$ cat config.mk
export PLATFORM = sky130hd
export DESIGN_NAME = crypto_multikey_ctrl
export DESIGN_NICKNAME = d
export VERILOG_FILES = /design/src/rtl/crypto_multikey_ctrl.sv
export SDC_FILE = /design/constraint.sdc
export NUM_CORES = 2
export LEC_CHECK = 0
export BUFFER_PORTS_ARGS = -buffer_cell sky130_fd_sc_hd__buf_2
export CORE_MARGIN = 4
export CORE_UTILIZATION = 57
export DETAILED_ROUTE_END_ITERATION = 10
export PLACE_DENSITY = 0.8
export SETUP_SLACK_MARGIN = 0.05
export SYNTH_ARGS = -nofsm -noshare
export SYNTH_HDL_FRONTEND = slang
export SYNTH_SLANG_ARGS = --single-unit
$ cat constraint.sdc
create_clock -name clk_i -period 2.4 [get_ports clk_i]
set_input_delay 0.12 -clock clk_i [delete_from_list [all_inputs] [get_ports clk_i]]
set_output_delay 0.12 -clock clk_i [all_outputs]
set_load 0.02 [all_outputs]
$ cat src/rtl/crypto_multikey_ctrl.sv
// crypto_multikey_ctrl: register-mapped front end for a block-cipher core.
// Holds write-only key slots, an input/output data block, lockable registers,
// a start/busy/done FSM with a timeout, and a level done interrupt.
// Optional build macro: CRYPTO_ZEROIZE_EN (CTRL bit 3 zeroizes keys and DATA_OUT,
// and a timeout also zeroizes the keys).
module crypto_multikey_ctrl #(
   parameter int ADDR_WIDTH     = 32,
   parameter int NUM_KEY_SLOTS  = 3,
   parameter int KEY_WORDS      = 6,
   parameter int BLOCK_WORDS    = 4,
   parameter int TIMEOUT_CYCLES = 256
) (
   input  logic                      clk_i,
   input  logic                      rst_i,
   input  logic [7:0]                reglk_ctrl_i,
   input  logic [ADDR_WIDTH-1:0]     bus_addr_i,
   input  logic                      bus_write_i,
   input  logic                      bus_valid_i,
   input  logic [31:0]               bus_wdata_i,
   output logic [31:0]               bus_rdata_o,
   output logic                      bus_ready_o,
   output logic                      bus_error_o,
   output logic                      core_start_o,
   output logic [32*KEY_WORDS-1:0]   core_key_o,
   output logic [32*BLOCK_WORDS-1:0] core_block_o,
   input  logic [32*BLOCK_WORDS-1:0] core_block_i,
   input  logic                      core_valid_i,
   output logic                      irq_o
);

   localparam int KEY_WIDTH   = 32 * KEY_WORDS;
   localparam int BLOCK_WIDTH = 32 * BLOCK_WORDS;
   localparam int CNT_W       = $clog2(TIMEOUT_CYCLES);

   localparam logic [CNT_W-1:0] CNT_LAST    = CNT_W'(TIMEOUT_CYCLES - 1);
   localparam logic [7:0]       IDX_CTRL    = 8'd0;
   localparam logic [7:0]       IDX_STATUS  = 8'd1;
   localparam logic [7:0]       IDX_KEYSEL  = 8'd2;
   localparam logic [7:0]       IDX_DIN     = 8'd8;
   localparam logic [7:0]       IDX_DIN_END = 8'(8 + BLOCK_WORDS);
   localparam logic [7:0]       IDX_DOUT    = 8'd16;
   localparam logic [7:0]       IDX_DOUT_END = 8'(16 + BLOCK_WORDS);
   localparam logic [7:0]       IDX_KEY     = 8'd32;
   localparam logic [7:0]       IDX_KEY_END = 8'(32 + 8 * NUM_KEY_SLOTS);
   localparam logic [3:0]       NUM_SLOTS_L = 4'(NUM_KEY_SLOTS);
   localparam logic [3:0]       KEY_WORDS_L = 4'(KEY_WORDS);

   typedef enum logic {IDLE, BUSY} state_e;

   state_e           state_q, state_d;
   logic [CNT_W-1:0] cnt_q, cnt_d;
   logic             irq_en_q, irq_en_d;
   logic             done_q, done_d;
   logic             timeout_q, timeout_d;
   logic             err_q, err_d;
   logic             core_start_q, core_start_d;
   logic [2:0]       key_sel_q, key_sel_d;
   logic [31:0]      data_in_q  [BLOCK_WORDS];
   logic [31:0]      data_in_d  [BLOCK_WORDS];
   logic [31:0]      data_out_q [BLOCK_WORDS];
   logic [31:0]      data_out_d [BLOCK_WORDS];
   logic [31:0]      keys_q [NUM_KEY_SLOTS][KEY_WORDS];
   logic [31:0]      keys_d [NUM_KEY_SLOTS][KEY_WORDS];

   logic [7:0] idx;
   logic [7:0] key_off;
   logic [2:0] key_slot;
   logic [2:0] key_word;
   logic       key_hit;
   logic       wr_en;
   logic       busy;
   logic       start_req;
   logic       abort_req;
   logic       unused_bits;
`ifdef CRYPTO_ZEROIZE_EN
   logic       zeroize_req;
`endif

   assign idx         = bus_addr_i[9:2];
   assign key_off     = idx - IDX_KEY;
   assign key_slot    = key_off[5:3];
   assign key_word    = key_off[2:0];
   assign key_hit     = (idx >= IDX_KEY) && (idx < IDX_KEY_END) && ({1'b0, key_word} < KEY_WORDS_L);
   assign wr_en       = bus_valid_i & bus_write_i;
   assign busy        = (state_q == BUSY);
   assign bus_ready_o = 1'b1;
   assign core_start_o = core_start_q;
   assign irq_o       = done_q & irq_en_q;
   assign unused_bits = ^{bus_addr_i[ADDR_WIDTH-1:10], bus_addr_i[1:0], key_off[7:6],
                          reglk_ctrl_i[7], bus_wdata_i[3]};

   // Register writes, lock/busy rejection, and the IDLE/BUSY sequencer
   always_comb begin
      state_d      = state_q;
      cnt_d        = cnt_q;
      irq_en_d     = irq_en_q;
      done_d       = done_q;
      timeout_d    = timeout_q;
      err_d        = err_q;
      key_sel_d    = key_sel_q;
      core_start_d = 1'b0;
      data_in_d    = data_in_q;
      data_out_d   = data_out_q;
      keys_d       = keys_q;
      bus_error_o  = 1'b0;
      start_req    = 1'b0;
      abort_req    = 1'b0;
`ifdef CRYPTO_ZEROIZE_EN
      zeroize_req  = 1'b0;
`endif

      if (wr_en) begin
         if (idx == IDX_CTRL) begin
            if (reglk_ctrl_i[1]) begin
               bus_error_o = 1'b1;
            end else begin
               irq_en_d  = bus_wdata_i[2];
               abort_req = bus_wdata_i[1];
               if (bus_wdata_i[0]) begin
                  if (busy || ({1'b0, key_sel_q} >= NUM_SLOTS_L)) begin
                     err_d       = 1'b1;
                     bus_error_o = 1'b1;
                  end else begin
                     start_req = 1'b1;
                  end
               end
`ifdef CRYPTO_ZEROIZE_EN
               if (bus_wdata_i[3]) begin
                  if (busy) begin
                     err_d       = 1'b1;
                     bus_error_o = 1'b1;
                  end else if (reglk_ctrl_i[5]) begin
                     bus_error_o = 1'b1;
                  end else begin
                     zeroize_req = 1'b1;
                  end
               end
`endif
            end
         end else if (idx == IDX_STATUS) begin
            if (reglk_ctrl_i[6]) begin
               bus_error_o = 1'b1;
            end else begin
               done_d    = done_q    & ~bus_wdata_i[0];
               timeout_d = timeout_q & ~bus_wdata_i[1];
               err_d     = err_q     & ~bus_wdata_i[2];
            end
         end else if (idx == IDX_KEYSEL) begin
            if (reglk_ctrl_i[1]) begin
               bus_error_o = 1'b1;
            end else if (busy) begin
               err_d       = 1'b1;
               bus_error_o = 1'b1;
            end else begin
               key_sel_d = bus_wdata_i[2:0];
            end
         end else if ((idx >= IDX_DIN) && (idx < IDX_DIN_END)) begin
            if (reglk_ctrl_i[3]) begin
               bus_error_o = 1'b1;
            end else if (busy) begin
               err_d       = 1'b1;
               bus_error_o = 1'b1;
            end else begin
               for (int w = 0; w < BLOCK_WORDS; w++) begin
                  if (idx == 8'(8 + w)) data_in_d[w] = bus_wdata_i;
               end
            end
         end else if (key_hit) begin
            if (reglk_ctrl_i[5]) begin
               bus_error_o = 1'b1;
            end else if (busy) begin
               err_d       = 1'b1;
               bus_error_o = 1'b1;
            end else begin
               for (int s = 0; s < NUM_KEY_SLOTS; s++) begin
                  for (int w = 0; w < KEY_WORDS; w++) begin
                     if ((key_slot == 3'(s)) && (key_word == 3'(w))) keys_d[s][w] = bus_wdata_i;
                  end
               end
            end
         end
      end

      // Hardware flag sets come after the W1C handling so a coincident set wins
      case (state_q)
         IDLE: begin
            if (start_req) begin
               state_d      = BUSY;
               core_start_d = 1'b1;
               done_d       = 1'b0;
               timeout_d    = 1'b0;
               cnt_d        = '0;
            end
         end
         BUSY: begin
            cnt_d = cnt_q + 1'b1;
            if (core_valid_i) begin
               for (int w = 0; w < BLOCK_WORDS; w++) begin
                  data_out_d[w] = core_block_i[BLOCK_WIDTH-1-32*w -: 32];
               end
               done_d  = 1'b1;
               state_d = IDLE;
            end else if (abort_req) begin
               state_d = IDLE;
            end else if (cnt_q == CNT_LAST) begin
               timeout_d = 1'b1;
               state_d   = IDLE;
`ifdef CRYPTO_ZEROIZE_EN
               for (int s = 0; s < NUM_KEY_SLOTS; s++) begin
                  for (int w = 0; w < KEY_WORDS; w++) keys_d[s][w] = '0;
               end
`endif
            end
         end
         default: state_d = IDLE;
      endcase

`ifdef CRYPTO_ZEROIZE_EN
      if (zeroize_req) begin
         for (int s = 0; s < NUM_KEY_SLOTS; s++) begin
            for (int w = 0; w < KEY_WORDS; w++) keys_d[s][w] = '0;
         end
         for (int w = 0; w < BLOCK_WORDS; w++) data_out_d[w] = '0;
      end
`endif
   end

   // Side-effect-free read mux; locked or write-only locations read as zero
   always_comb begin
      bus_rdata_o = '0;
      if (idx == IDX_CTRL) begin
         if (!reglk_ctrl_i[0]) bus_rdata_o = {29'd0, irq_en_q, 1'b0, busy};
      end else if (idx == IDX_STATUS) begin
         if (!reglk_ctrl_i[0]) bus_rdata_o = {29'd0, err_q, timeout_q, done_q};
      end else if (idx == IDX_KEYSEL) begin
         bus_rdata_o = {29'd0, key_sel_q};
      end else if ((idx >= IDX_DIN) && (idx < IDX_DIN_END)) begin
         if (!reglk_ctrl_i[2]) begin
            for (int w = 0; w < BLOCK_WORDS; w++) begin
               if (idx == 8'(8 + w)) bus_rdata_o = data_in_q[w];
            end
         end
      end else if ((idx >= IDX_DOUT) && (idx < IDX_DOUT_END)) begin
         if (!reglk_ctrl_i[4]) begin
            for (int w = 0; w < BLOCK_WORDS; w++) begin
               if (idx == 8'(16 + w)) bus_rdata_o = data_out_q[w];
            end
         end
      end
   end

   // Present the selected key and input block to the core, word 0 in the MSBs
   always_comb begin
      core_key_o   = '0;
      core_block_o = '0;
      for (int s = 0; s < NUM_KEY_SLOTS; s++) begin
         if (key_sel_q == 3'(s)) begin
            for (int w = 0; w < KEY_WORDS; w++) core_key_o[KEY_WIDTH-1-32*w -: 32] = keys_q[s][w];
         end
      end
      for (int w = 0; w < BLOCK_WORDS; w++) core_block_o[BLOCK_WIDTH-1-32*w -: 32] = data_in_q[w];
   end

   // State, flag, counter and storage registers with synchronous reset
   always_ff @(posedge clk_i) begin
      if (rst_i) begin
         state_q      <= IDLE;
         cnt_q        <= '0;
         irq_en_q     <= 1'b0;
         done_q       <= 1'b0;
         timeout_q    <= 1'b0;
         err_q        <= 1'b0;
         core_start_q <= 1'b0;
         key_sel_q    <= '0;
         for (int w = 0; w < BLOCK_WORDS; w++) begin
            data_in_q[w]  <= '0;
            data_out_q[w] <= '0;
         end
         for (int s = 0; s < NUM_KEY_SLOTS; s++) begin
            for (int w = 0; w < KEY_WORDS; w++) keys_q[s][w] <= '0;
         end
      end else begin
         state_q      <= state_d;
         cnt_q        <= cnt_d;
         irq_en_q     <= irq_en_d;
         done_q       <= done_d;
         timeout_q    <= timeout_d;
         err_q        <= err_d;
         core_start_q <= core_start_d;
         key_sel_q    <= key_sel_d;
         data_in_q    <= data_in_d;
         data_out_q   <= data_out_d;
         keys_q       <= keys_d;
      end
   end

endmodule
==> flow_summary.yaml <==
outcome:
  status: "complete, but fails checks"
  violations: "negative setup slack"
timing:
  period_needed_ps: 2430
  setup_viol: 1
  tightest_slew_ps: 873
  setup_ws_ps: -31.2
  fin_crit_sh_pct: 101
  slew_violations: 0
  final-hold-violation-count: 0
  worst_clock_skew_ps: 9.22
  fmax_mhz: 411
  slew_headroom_pct: 41.8
  tns_ps: -31.2
  rsz0062_at_grt: "yes"
route:
  routedWlPerCell_um: 21.4
  drt_iter0_markers: 4919
  via_per_inst: 5.95
  wl_um: 136000
  first_pass_iters: 7
  drc_errors: 0
  vias: 37765
  final_antenna_net_count: 0
worst_setup_path:
  crit_chain: "buf_8 > nor2b_4 > buf_12 > buf_12 > buf_12 > a21oi_1 > nor2_1 > buf_4"
  critPathSlowestCell: "dfxtp_4"
  end_kind: "primary output"
  crit_fanout: 21
  worstPathArrival_ps: 2310
  start_kind: "flip-flop"
  cp_slowest_stage_delay_ps: 370
  crit_family: "buffers and inverters"
  path_buf_inv: 5
  cpMostUsedCell: "buf_12"
  crit_type: "flip-flop to primary output"
  required_ps: 2280
floorplan:
  start_util_pct: 57.7
  die_h_um: 261
  die_w_um: 261
  core_sq_um: 63200
  rows: 92
  ioPinCount: 561
  die-area_sq_um: 68100
global_routing:
  grt.total_usage_pct: 36.9
  overflow: 0
  grt_max_degree: 139
  grt_pass1_vias: 34918
  grt_pass1_wl_um: 199000
  antenna_found_initial: 9
synthesis:
  synth_cells: 4997
  synth_fp_nets: 5203
  ys_ff_latch: 849
  syn-cell-area_sq_um: 36500
  ys.flop_type: "dfxtp_1"
  ys_seq_area_share_pct: 46.6
  yosys_warnings: 0
  synthArstFlopShare_pct: 0
  synth.avg_cell_area_sq_um: 7.30
  netlist-cell-type-count: 55
  synth_edf_count: 0
placement:
  gp_congestion: 0.933
  dpl.cell_count: 6025
  port_buffers: 534
  preCtsSetupSlack_ps: 2.16
  dp_hpwl_um: 81500
clock_tree:
  numCtsBuffers: 86
  cts_root_buffer: "clkbuf_16"
  htreeDepth: 3
  clock_latency_ps: 650
  clk_pin_slew_ps: 60
  max-clock-path-buffers: 3
  cts_tree: "yes"
  clock-sinks: 849
power:
  p_leak_nw: 16.7
  design_power_total_mw: 29.1
  cellPowerDensity_nw_per_um2: 638
  ir_drop_mv: 0.576
cells_and_area:
  stdcell_count: 6351
  drive_gt1_share_pct: 18.3
  postLayoutCoreUtil_pct: 72.2
  multiInputGateArea_sq_um: 18200
  nFillCells: 4718
  area_growth_syn_to_layout_pct: 25.0
  seq_area_sq_um: 17000
  final_common_cell: "nand2_1"
  final_nets: 5639
  final_cell_mix: "1711 x nand2_1, 973 x a21oi_1, 846 x dfxtp_1"
job:
  cap_violations: 0
min_path:
  hold_class: "input port to flip-flop"
## worst min-delay path, cell delays in order
cell and delay, ps:
buf_2 310, nand2_1 130, a21oi_1 50
## routing by layer
| layer | part of all wire, % | track usage, % | vias to the layer above |
|---|---|---|---|
| met5 | 0.0051 | 0 | - |
| met4 | 6.8 | 23.0 | 2 |
| met3 | 11 | 8.23 | 538 |
| met2 | 46 | 59.1 | 2395 |
| met1 | 36 | 45.3 | 17601 |
| li1 | - | - | 17229 |
## Yosys cell counts (3+ instances only)
library cell     n  share of area, %
a21oi_1       1031                14
a22oi_1         34              0.70
a31oi_1          3             0.051
buf_1           26              0.27
buf_2           14              0.19
buf_6            3             0.093
clkbuf_1       427               4.4
dfxtp_1        849                47
inv_1            4             0.041
mux2i_1        198               5.4
mux4_2          34               2.1
nand2_1       1712                18
nand2b_1         9              0.15
nand3_1         14              0.19
nand3b_1         3             0.062
nand4_1          5             0.086
nor2_1         450               4.6
nor2b_1          7              0.12
nor3_1           9              0.12
nor4_1           6              0.10
o21ai_0         64              0.88
o22a_1          29              0.70
or2_2           19              0.33
or3_1            6              0.10
or4_1            3             0.062
## state kept, by name, summed over array words and instances, names as in the netlist
| register | flops |
|---|---|
| keys_q | 576 |
| core_block_o | 128 |
| data_out_q | 128 |
| cnt_q | 8 |
| key_sel_q | 3 |
| busy | 1 |
| core_start_o | 1 |
| done_q | 1 |
| err_q | 1 |
| irq_en_q | 1 |
| timeout_q | 1 |
## report_power, final
part	switching, mW	internal [mW]
registers	0.00173	14.1
logic	0.848	0.404
clock network	5.71	8.04
## timing repair
action / in CTS / in global routing
hold endpoints to repair: 214 / 0
gates cloned: 5 / 10
hold buffers: 139 / 0
endpoints found under the setup margin: 195 / 161
pin swaps: 3 / 10
resized for setup: 91 / 150
buffers inserted: 11 / 1
## path summary, 6_finish.rpt
kind	start	end	slack, ps	depth (start not counted)
max	key_sel_q[1]	core_key_o[70]	-30	8
min	bus_wdata_i[2]	keys_q[514]	30	3
max reg2reg	key_sel_q[1]	err_q	340	7
min reg2reg	keys_q[12]	keys_q[12]	450	2
## final cells by class
class / instances / share of cell area, %
clock buffers: 130 / 5.81
diodes: 8 / 0.0439
well taps: 846 / 2.32
repair buffers: 821 / 14.2
flip-flops and latches: 849 / 37.3
inverters: 4 / 0.0329
multi-input cells: 3671 / 39.8
clock inverters: 22 / 0.524
## kinds of logic (layout without fill, tap and decap cells)
family                   after synthesis  count (layout)  share of synthesized area [%]
buffers and inverters                477             977                           5.03
multiplexers                         233             233                           7.56
AND/OR/NAND/NOR                     2256            2256                           23.9
other                                  1               9                         0.0103
flip-flops                           849             849                           46.6
AO/OA/AOI/OAI                       1178            1178                           16.9
XOR/XNOR                               2               2                         0.0480
adder cells (fa/ha/maj)                1               1                         0.0343
## metrics by stage
| step | hold slack [ps] | area [sq um] |
|---|---|---|
| final | 26.5 | 45600 |
| after global routing | 23.9 | 45600 |
| after CTS | 0.403 | 44900 |
| after detailed placement | 367 | 40000 |
| after global placement | 363 | 40000 |
| after floorplan | 256 | 36500 |
(Power assumes the default switching activity.)
